$ cat config.mk
export PLATFORM = sky130hd
export DESIGN_NAME = button_event_decoder
export DESIGN_NICKNAME = d
export VERILOG_FILES = /design/src/rtl/button_event_decoder.sv
export SDC_FILE = /design/constraint.sdc
export NUM_CORES = 1
export LEC_CHECK = 0
export BUFFER_PORTS_ARGS = -buffer_cell sky130_fd_sc_hd__clkbuf_2
export CAP_MARGIN = 20
export CORE_MARGIN = 10
export CORE_UTILIZATION = 41
export DETAILED_ROUTE_END_ITERATION = 12
export SYNTH_ARGS = -nofsm -noshare
export SYNTH_HDL_FRONTEND = slang
export SYNTH_SLANG_ARGS = --single-unit
$ cat constraint.sdc
create_clock -name clk -period 2.15 [get_ports clk]
set_input_delay 0.645 -clock clk [delete_from_list [all_inputs] [get_ports clk]]
set_output_delay 0.645 -clock clk [all_outputs]
set_load 0.02 [all_outputs]
$ cat src/rtl/button_event_decoder.sv
// rtl/button_event_decoder.sv - press/short/long/auto-repeat event decoder for a debounced button
//
// Turns a clean, clk-synchronous button level into one-cycle event pulses.
// A single 26-bit counter times both the long-press threshold and the
// auto-repeat period. Every output is registered.
//
// Ports:
//   clk            system clock, rising edge
//   reset          asynchronous reset, active low
//   btn_in         debounced button level, 1 = pressed
//   press_pulse    one cycle on each accepted press (rising edge of btn_in)
//   short_pulse    one cycle on release before the long-press threshold
//   long_pulse     one cycle when the hold reaches LONG_TIME cycles
//   repeat_pulse   one cycle every REPEAT_PERIOD cycles after long_pulse
//   release_pulse  one cycle on any release of an accepted press
//   held           level, high from the press_pulse cycle until release
//   repeat_count   repeat pulses issued in the current press, saturating at 255

module button_event_decoder #(
    parameter int LONG_TIME     = 50_000_000,
    parameter int REPEAT_PERIOD = 10_000_000
) (
    input  logic       clk,
    input  logic       reset,
    input  logic       btn_in,
    output logic       press_pulse,
    output logic       short_pulse,
    output logic       long_pulse,
    output logic       repeat_pulse,
    output logic       release_pulse,
    output logic       held,
    output logic [7:0] repeat_count
);

    typedef enum logic [1:0] {
        IDLE      = 2'd0,
        PRESSED   = 2'd1,
        LONG_HELD = 2'd2
    } state_t;

    localparam logic [25:0] LONG_LAST   = 26'(LONG_TIME - 1);
    localparam logic [25:0] REPEAT_LAST = 26'(REPEAT_PERIOD - 1);

    state_t      state;
    logic [25:0] counter;
    logic        btn_prev;

    always_ff @(posedge clk or negedge reset) begin
        if (!reset) begin
            state         <= IDLE;
            counter       <= '0;
            // Resetting to 1 means a button held through reset is not seen
            // as a fresh press until it is released and pressed again.
            btn_prev      <= 1'b1;
            press_pulse   <= 1'b0;
            short_pulse   <= 1'b0;
            long_pulse    <= 1'b0;
            repeat_pulse  <= 1'b0;
            release_pulse <= 1'b0;
            held          <= 1'b0;
            repeat_count  <= '0;
        end else begin
            btn_prev      <= btn_in;
            press_pulse   <= 1'b0;
            short_pulse   <= 1'b0;
            long_pulse    <= 1'b0;
            repeat_pulse  <= 1'b0;
            release_pulse <= 1'b0;

            case (state)
                IDLE: begin
                    counter <= '0;
                    if (btn_in && !btn_prev) begin
                        state        <= PRESSED;
                        press_pulse  <= 1'b1;
                        held         <= 1'b1;
                        repeat_count <= '0;
                    end
                end

                PRESSED: begin
                    // Release is tested first so it wins over a coincident threshold.
                    if (!btn_in) begin
                        state         <= IDLE;
                        short_pulse   <= 1'b1;
                        release_pulse <= 1'b1;
                        held          <= 1'b0;
                        counter       <= '0;
                    end else if (counter == LONG_LAST) begin
                        state      <= LONG_HELD;
                        long_pulse <= 1'b1;
                        counter    <= '0;
                    end else begin
                        counter <= counter + 26'd1;
                    end
                end

                LONG_HELD: begin
                    if (!btn_in) begin
                        state         <= IDLE;
                        release_pulse <= 1'b1;
                        held          <= 1'b0;
                        counter       <= '0;
                    end else if (counter == REPEAT_LAST) begin
                        repeat_pulse <= 1'b1;
                        counter      <= '0;
                        if (repeat_count != 8'hFF) begin
                            repeat_count <= repeat_count + 8'd1;
                        end
                    end else begin
                        counter <= counter + 26'd1;
                    end
                end

                default: begin
                    state   <= IDLE;
                    counter <= '0;
                    held    <= 1'b0;
                end
            endcase
        end
    end

endmodule

==> results of run 1 <==
-- layout make-up --
cell class | count | area (um2)
Timing Repair Buffer | 28 | 195
Tap cell | 70 | 87.6
Clock buffer | 8 | 100
Inverter | 12 | 45.0
Sequential cell | 43 | 1080
Multi-Input combinational cell | 165 | 1080
Fill cell | 506 | 2620
-- flip-flops by register name (all words and copies together), names as in the netlist --
signal / cells
short_pulse: 1
state: 2
release_pulse: 1
repeat_count: 8
held: 1
repeat_pulse: 1
long_pulse: 1
btn_prev: 1
press_pulse: 1
counter: 26
-- cells in the final DEF, fill, tap and decap left out, drive strengths merged, types with 8 or more instances in the layout --
cell type and n:
buf 12, clkbuf 24, dfrtp 42, inv 12
nand2 14, nand3 13, nand4 8, nor2 35
nor3 8, xnor2 19
-- per-stage QoR --
| stage | setup WS [ns] | total power, mW | instances | hold WS [ns] |
|---|---|---|---|---|
| 2_1_floorplan | 0.00789 | 1.06 | 227 | 0.349 |
| 3_3_place_gp | 0.111 | 1.15 | 318 | 0.446 |
| 4_1_cts | 0.0523 | 1.72 | 326 | 0.325 |
| 6_report | 0.108 | 1.70 | 326 | 0.310 |
| 5_1_grt | 0.00833 | 1.79 | 326 | 0.344 |
| 3_5_place_dp | 0.0766 | 1.15 | 318 | 0.451 |
-- what timing repair did --
action	in CTS	in global routing
endpoints found under the setup margin	0	4
gates resized for setup	0	3
hold buffers	0	0
buffers inserted	0	0
-- metal layers --
layer  global-route usage, %  vias to the layer above  wire [um]
met5                       0                        -          0
met1                    15.8                      816       2300
met2                    15.6                       34       1990
met4                    5.19                        0         55
met3                    2.96                        2        254
li1                        -                      854          -
-- final timing paths --
check / from / endpoint / slack, ns / cells after the start
max: counter[8] / repeat_count[3] / 0.11 / 7
min: reset / counter[4] / 0.31 / 1
max reg2reg: counter[8] / repeat_count[3] / 0.11 / 7
min reg2reg: counter[0] / counter[0] / 0.46 / 1
max in group asynchronous: reset / btn_prev / 1.26 / 2
min in group clk: counter[0] / counter[0] / 0.46 / 1
-- power by group through the flow --
stage,Combinational (mW),Clock [mW],Sequential [mW]
2_1_floorplan,0.160,0,0.900
3_3_place_gp,0.275,0,0.874
3_5_place_dp,0.280,0,0.874
4_1_cts,0.281,0.580,0.859
5_1_grt,0.313,0.612,0.864
6_report,0.276,0.562,0.859
-- logic make-up after synthesis --
kind of cell    count (synthesis)  share of synthesized area (%)
compound gates                 30                           9.29
xor+xnor                       25                           9.79
fa+ha+maj                       5                           2.80
buf+inv                        19                           3.92
flops                          43                           48.2
mux                             1                          0.448
simple gates                  104                           25.6
==> results.cfg, run 1 <==
[sta]
skew_ns = 0.0114
period_needed_ns = 2.04
setup_tns_ns = 0
min_period_over_period_pct = 95.0
hold_viol = 0
worst_pin_slew_ns = 0.507
slew_violations = 0
max_freq_mhz = 490
setup_viol = 0
rsz0062_at_grt = false
relSlewSlack_pct = 66.2

[clocking]
clk_path_buf_depth = 2
clk_pin_slew_ns = 0.08
cts-buffers-inserted = 5
clock_latency_ns = 0.29
clock_sinks = 43
clock-root-buffer = clkbuf_8
cts_tree = yes
htreeDepth = 2

[detailed_routing]
drc = 0
dr.pass1.iters = 4
wl_per_cell_um = 14.1
viasPerCell = 5.23
drt_iter0_markers = 109
antenna_left = 0
wirelength_um = 4600
dr_total_vias = 1706

[floorplan]
dieWidth_um = 93.8
io_pins = 17
initial_utilization_pct = 43.0
coreArea_um2 = 5200
die_height_um = 93.8
rows = 26
dieArea_um2 = 8810

[synthesis]
synthTopCellsByArea = dfrtp_1, xnor2_1, nor2_1
synthArstFlopShare_pct = 100
yosysTopAreaCell = dfrtp_1
synthFlopType = dfrtp_1
synth_top_cells_by_count = dfrtp_1, nor2_1, xnor2_1
synthesis.nets = 235
avgSynthCellArea_um2 = 9.85
synth.top_cell.area_share_pct = 47.0
ys_seq_area_share_pct = 48.2
yosys_warnings = 0
synth_seq_cells = 43
synth_area_um2 = 2240
synth_cells = 227
yosysMostFrequentCell = dfrtp_1
synth_enable_flop_cells = 0
yosysUniqueCellTypes = 46

[power_and_ir_drop]
switching_share_pct = 27.3
switching_power_mw = 0.463
sequentialPowerShare_pct = 50.6
total_leakage_power_nw = 1.11
powerDensity_nw_per_um2 = 656
power.internal_mw = 1.23
combPwrFrac_pct = 16.2
max-vdd-ir-drop_uv = 630
p_clk_share_pct = 33.1

[placed_design]
dp_hpwl_um = 3340
placed_area_um2 = 2490
portBuffers = 16
routabilityCongestion = 0.805

[setup_path]
slowest_delay_ns = 0.54
crit_path_end_kind = register
cp_cell_sequence = or4b_4 -> nor4_4 -> buf_4 -> and4_4 -> buf_4 -> a41oi_1 -> a31oi_1
path_buf_inv = 2
crit_type = register to register
crit_family = simple AND/OR/NAND/NOR gates
crit_top_cell = buf_4
slowest_stage = or4b_4
cp-start-kind = register
required_ns = 2.36
critPathArrivalTime_ns = 2.25
cp_max_fo = 7

[cells_and_area]
fin_util_pct = 49.7
final_nets = 263
drive_gt1_share_pct = 19.5
antenna_cells = 0
area_growth_pct = 15.8
stdcell_area_um2 = 2590

[min_path]
holdCritPathClass = input port to asynchronous set/reset pin

[grt]
grt_pass1_vias = 1624
antenna_found_initial = 0
grt_pass1_wl_um = 8000
globalRouteOverflowTotal = 0
grt_max_degree = 27
grt_usage_pct = 11.3

[status]
status = complete, no violations

[run]
maxCapViolations = 0
Power figures use the tool's default switching activity.
==> inputs of run 2 (changes only) <==
Settings changed: PLACE_DENSITY set to 0.58.
==> run 2 against run 1 <==
Against the previous run: sequential share of layout area shrank 0.14 points; cell area grew 0.34%; clock skew shrank 0.0034 ns; hold slack gained 0.099 ns; first-iteration DRC count shrank 21%; via count grew 2.1%; register-to-register slack lost 0.02 ns; critical path depth shrank 1; count of clock-buffer cells in the layout shrank 1; fmax shrank 1.2%; combinational power shrank 3%.
==> results.cfg, run 2 (synthesized netlist as in run 1, its figures left out) <==
[status]
status = complete, no violations

[power_and_ir_drop]
total_leakage_power_nw = 1.12
power_mw = 1.75
powerDensity_nw_per_um2 = 673
max-vdd-ir-drop_uv = 479

[setup_path]
required_ns = 2.39
reg2regPathDepth = 6
critPathArrivalTime_ns = 2.30
regToRegSetupSlack_ns = 0.08
reg2reg_from = counter[8]
crit_type = register to register
reg2reg_to = repeat_count[5]
cp_max_fo = 8
cp-start-kind = register
crit_path_end_kind = register

[cells_and_area]
largest_register_ffs = 26
stdcell_area_um2 = 2600
top_regs = counter: 26 flops, repeat_count: 8 flops, state: 2 flops
fin_util_pct = 49.9
area_growth_pct = 16.2
layout_commonest_cell = dfrtp_1
regMostFlops = counter
nFillCells = 534
antenna_cells = 0
most-common-layout-cells = dfrtp_1, nor2_1, xnor2_1, clkbuf_2, nand2_1
drive_gt1_share_pct = 19.8
final_nets = 265

[placed_design]
placed_area_um2 = 2480
portBuffers = 16
dp_hpwl_um = 3260
dp_slack_ns = 0.0917
routabilityCongestion = 0.783

[sta]
setup_viol = 0
period_needed_ns = 2.07
relSlewSlack_pct = 64.8
hold_viol = 0
skew_ns = 0.00792
rsz0062_at_grt = true
setup_tns_ns = 0
finalWorstSetupSlack_ns = 0.0828
max_freq_mhz = 484
worst_pin_slew_ns = 0.528
min_period_over_period_pct = 96.2
slew_violations = 0

[clocking]
clock-root-buffer = clkbuf_8
cts_tree = yes
clk_pin_slew_ns = 0.08
clock_sinks = 43
clk_path_buf_depth = 2
clock_latency_ns = 0.30
htreeDepth = 2
cts-buffers-inserted = 5

[grt]
grt_pass1_vias = 1729
met2_usage_pct = 16.6
grt_usage_pct = 11.2
antenna_found_initial = 0
grt_max_degree = 44
grt-busiest-layer = met2
grt_pass1_wl_um = 8030
grtUsageMet1_pct = 14.7
globalRouteOverflowTotal = 0
use_met3_pct = 2.96

[floorplan]
initial_utilization_pct = 43.0
dieWidth_um = 93.8
coreArea_um2 = 5200
die_height_um = 93.8
dieArea_um2 = 8810
io_pins = 17
rows = 26

[detailed_routing]
wl_per_cell_um = 14.0
viasPerCell = 5.31
antenna_left = 0
dr.pass1.iters = 4
wirelength_um = 4580
dr_total_vias = 1742
drc = 0
drt_iter0_markers = 86

[min_path]
holdCritPathClass = input port to asynchronous set/reset pin

[run]
maxCapViolations = 0
==> run 2: cell count changes in the layout (fill, tap and decap cells not counted), sizes merged <==
| cell | delta |
|---|---|
| buf | +2 |
| bufinv | +1 |
| clkbuf | -1 |
==> run 2: how the worst max path moves through the flow <==
| stage | startpoint | end | slack [ns] | cells after the start |
|---|---|---|---|---|
| final | counter[8] | repeat_count[5] | 0.08 | 6 |
| after global routing | counter[8] | repeat_count[5] | -0.03 | 6 |
| after CTS | counter[8] | repeat_count[3] | 0.07 | 7 |
| after detailed placement | counter[8] | repeat_count[3] | 0.09 | 7 |
| after global placement | counter[8] | repeat_count[6] | 0.10 | 7 |
| after floorplan | counter[8] | counter[12] | 0.008 | 6 |
==> run 2: power breakdown <==
group	leakage, nW	switching, mW	total, mW	internal [mW]
clock	0.0524	0.273	0.621	0.348
combinational	0.473	0.172	0.268	0.0951
sequential	0.592	0.0174	0.860	0.842
total	1.12	0.463	1.75	1.29
==> run 2: repair_timing <==
action	4_1_cts	5_1_grt
hold buffers	0	0
hold endpoints to repair	0	0
resized for setup	0	2
setup buffers	0	2
setup endpoints to repair	0	15
==> run 2: area by class of cell <==
type	instances	area [um2]	area share (%)
Clock inverter	1	30.0	1.16
Tap cell	70	87.6	3.37
Timing Repair Buffer	30	198	7.61
Sequential cell	43	1080	41.5
Clock buffer	7	76.3	2.94
Inverter	12	45.0	1.73
Multi-Input combinational cell	165	1080	41.7
==> run 2: metal layers <==
layer	share of wire, %	vias up
met3	5.9	8
met5	0	-
met2	44	43
li1	-	858
met4	1.9	0
met1	48	833
==> run 2: critical path: stages (launching register included) <==
cell	delay [ns]
dfrtp_1	0.39
or4b_4	0.55
nor4_4	0.21
buf_4	0.19
nand4_4	0.14
or4_1	0.44
nand3_1	0.10
==> run 2: stage by stage <==
stage / hold WS, ns / cells
floorplan: 0.349 / 227
global placement: 0.443 / 319
detailed placement: 0.454 / 319
CTS: 0.427 / 327
global route: 0.457 / 328
finish: 0.409 / 328
==> inputs of run 3 (changes only) <==
Settings changed: CTS_BUF_LIST set to sky130_fd_sc_hd__clkbuf_8.
==> run 3 against run 2 <==
Against the previous run: via count down 0.40%; combinational power about the same; setup slack worse by 0.0060 ns; non-clock buffer count unchanged; highest routed layer unchanged; sequential power about the same; final cell count unchanged.
==> results.cfg, run 3 (synthesized netlist as in run 1, its figures left out) <==
[detailed_routing]
antenna_left = 0
drc = 0
wirelength_um = 4600
dr.pass1.iters = 4
wl_per_cell_um = 14.0
dr_total_vias = 1735
drt_iter0_markers = 87
viasPerCell = 5.29

[floorplan]
die_height_um = 93.8
initial_utilization_pct = 43.0
rows = 26
coreArea_um2 = 5200
io_pins = 17
dieWidth_um = 93.8
dieArea_um2 = 8810

[clocking]
cts-buffers-inserted = 5
cts_tree = yes
clock_latency_ns = 0.30
cts_hold_buf = 0
clk_pin_slew_ns = 0.08
clock-root-buffer = clkbuf_8
clk_path_buf_depth = 2
clock_sinks = 43
htreeDepth = 2

[cells_and_area]
nFillCells = 534
final_nets = 265
top_regs = counter: 26 flops, repeat_count: 8 flops, state: 2 flops
most-common-layout-cells = dfrtp_1, nor2_1, xnor2_1, clkbuf_2
layout_commonest_cell = dfrtp_1
drive_gt1_share_pct = 19.8
regMostFlops = counter
largest_register_ffs = 26
stdcell_area_um2 = 2600
fin_util_pct = 49.9
antenna_cells = 0
area_growth_pct = 16.2

[sta]
max_freq_mhz = 482
setup_viol = 0
relSlewSlack_pct = 64.8
rsz0062_at_grt = true
skew_ns = 0.00892
finalWorstSetupSlack_ns = 0.0768
setup_tns_ns = 0
hold_viol = 0
worst_pin_slew_ns = 0.527
min_period_over_period_pct = 96.4
period_needed_ns = 2.07
slew_violations = 0

[setup_path]
critPathArrivalTime_ns = 2.31
required_ns = 2.39
cp-start-kind = register
reg2reg_from = counter[8]
cp_max_fo = 8
crit_path_end_kind = register
crit_start = counter[8]
crit_type = register to register

[power_and_ir_drop]
power_mw = 1.74
max-vdd-ir-drop_uv = 479
powerDensity_nw_per_um2 = 671
total_leakage_power_nw = 1.13

[run]
maxCapViolations = 0

[placed_design]
dp_hpwl_um = 3260
routabilityCongestion = 0.783
placed_area_um2 = 2480
dp_slack_ns = 0.0917
portBuffers = 16

[min_path]
holdCritPathClass = input port to asynchronous set/reset pin

[status]
status = complete, no violations

[grt]
antenna_found_initial = 0
grt_max_degree = 44
globalRouteOverflowTotal = 0
grt_pass1_wl_um = 8030
grt_pass1_vias = 1729
grt_usage_pct = 11.2
[run 3: final cells by class]
cell class | instances | area (um2) | share of cell area (%)
clock inverters | 3 | 37.5 | 1.45
flip-flops and latches | 43 | 1080 | 41.5
multi-input cells | 165 | 1080 | 41.7
inverters | 12 | 45.0 | 1.73
clock buffers | 5 | 68.8 | 2.65
repair buffers | 30 | 198 | 7.61
well taps | 70 | 87.6 | 3.37
[run 3: through the flow]
stage	cells	hold WS (ns)
2_1_floorplan	227	0.349
3_3_place_gp	319	0.443
5_1_grt	328	0.456
3_5_place_dp	319	0.454
6_report	328	0.406
4_1_cts	327	0.427
[run 3: worst max-delay path: stages (launching register included)]
cell and delay (ns):
dfrtp_1 0.39, or4b_4 0.55, nor4_4 0.21, buf_4 0.19, nand4_4 0.15, or4_1 0.44
nand3_1 0.10
[run 3: timing repair]
item,in CTS,in global routing
endpoints found under the setup margin,0,15
setup buffers,0,2
gates resized for setup,0,2
[run 3: where the power goes]
group	switching, mW	internal (mW)
sequential	0.0174	0.842
combinational	0.173	0.0951
clock	0.278	0.338
total	0.467	1.28
[run 3: worst paths after layout]
kind / endpoint / slack (ns) / cells after the start
worst max-delay path: repeat_count[5] / 0.08 / 6
worst min-delay path: counter[2] / 0.41 / 2
worst max register to register: repeat_count[5] / 0.08 / 6
worst min register to register: counter[0] / 0.46 / 1
max in group asynchronous: btn_prev / 1.37 / 2
min in group clk: counter[0] / 0.46 / 1
[run 3: routing by layer]
layer	track usage [%]	share of wire [%]
met4	5.19	1.9
met5	0	0
met3	2.96	5.1
met2	16.6	44
met1	14.7	49
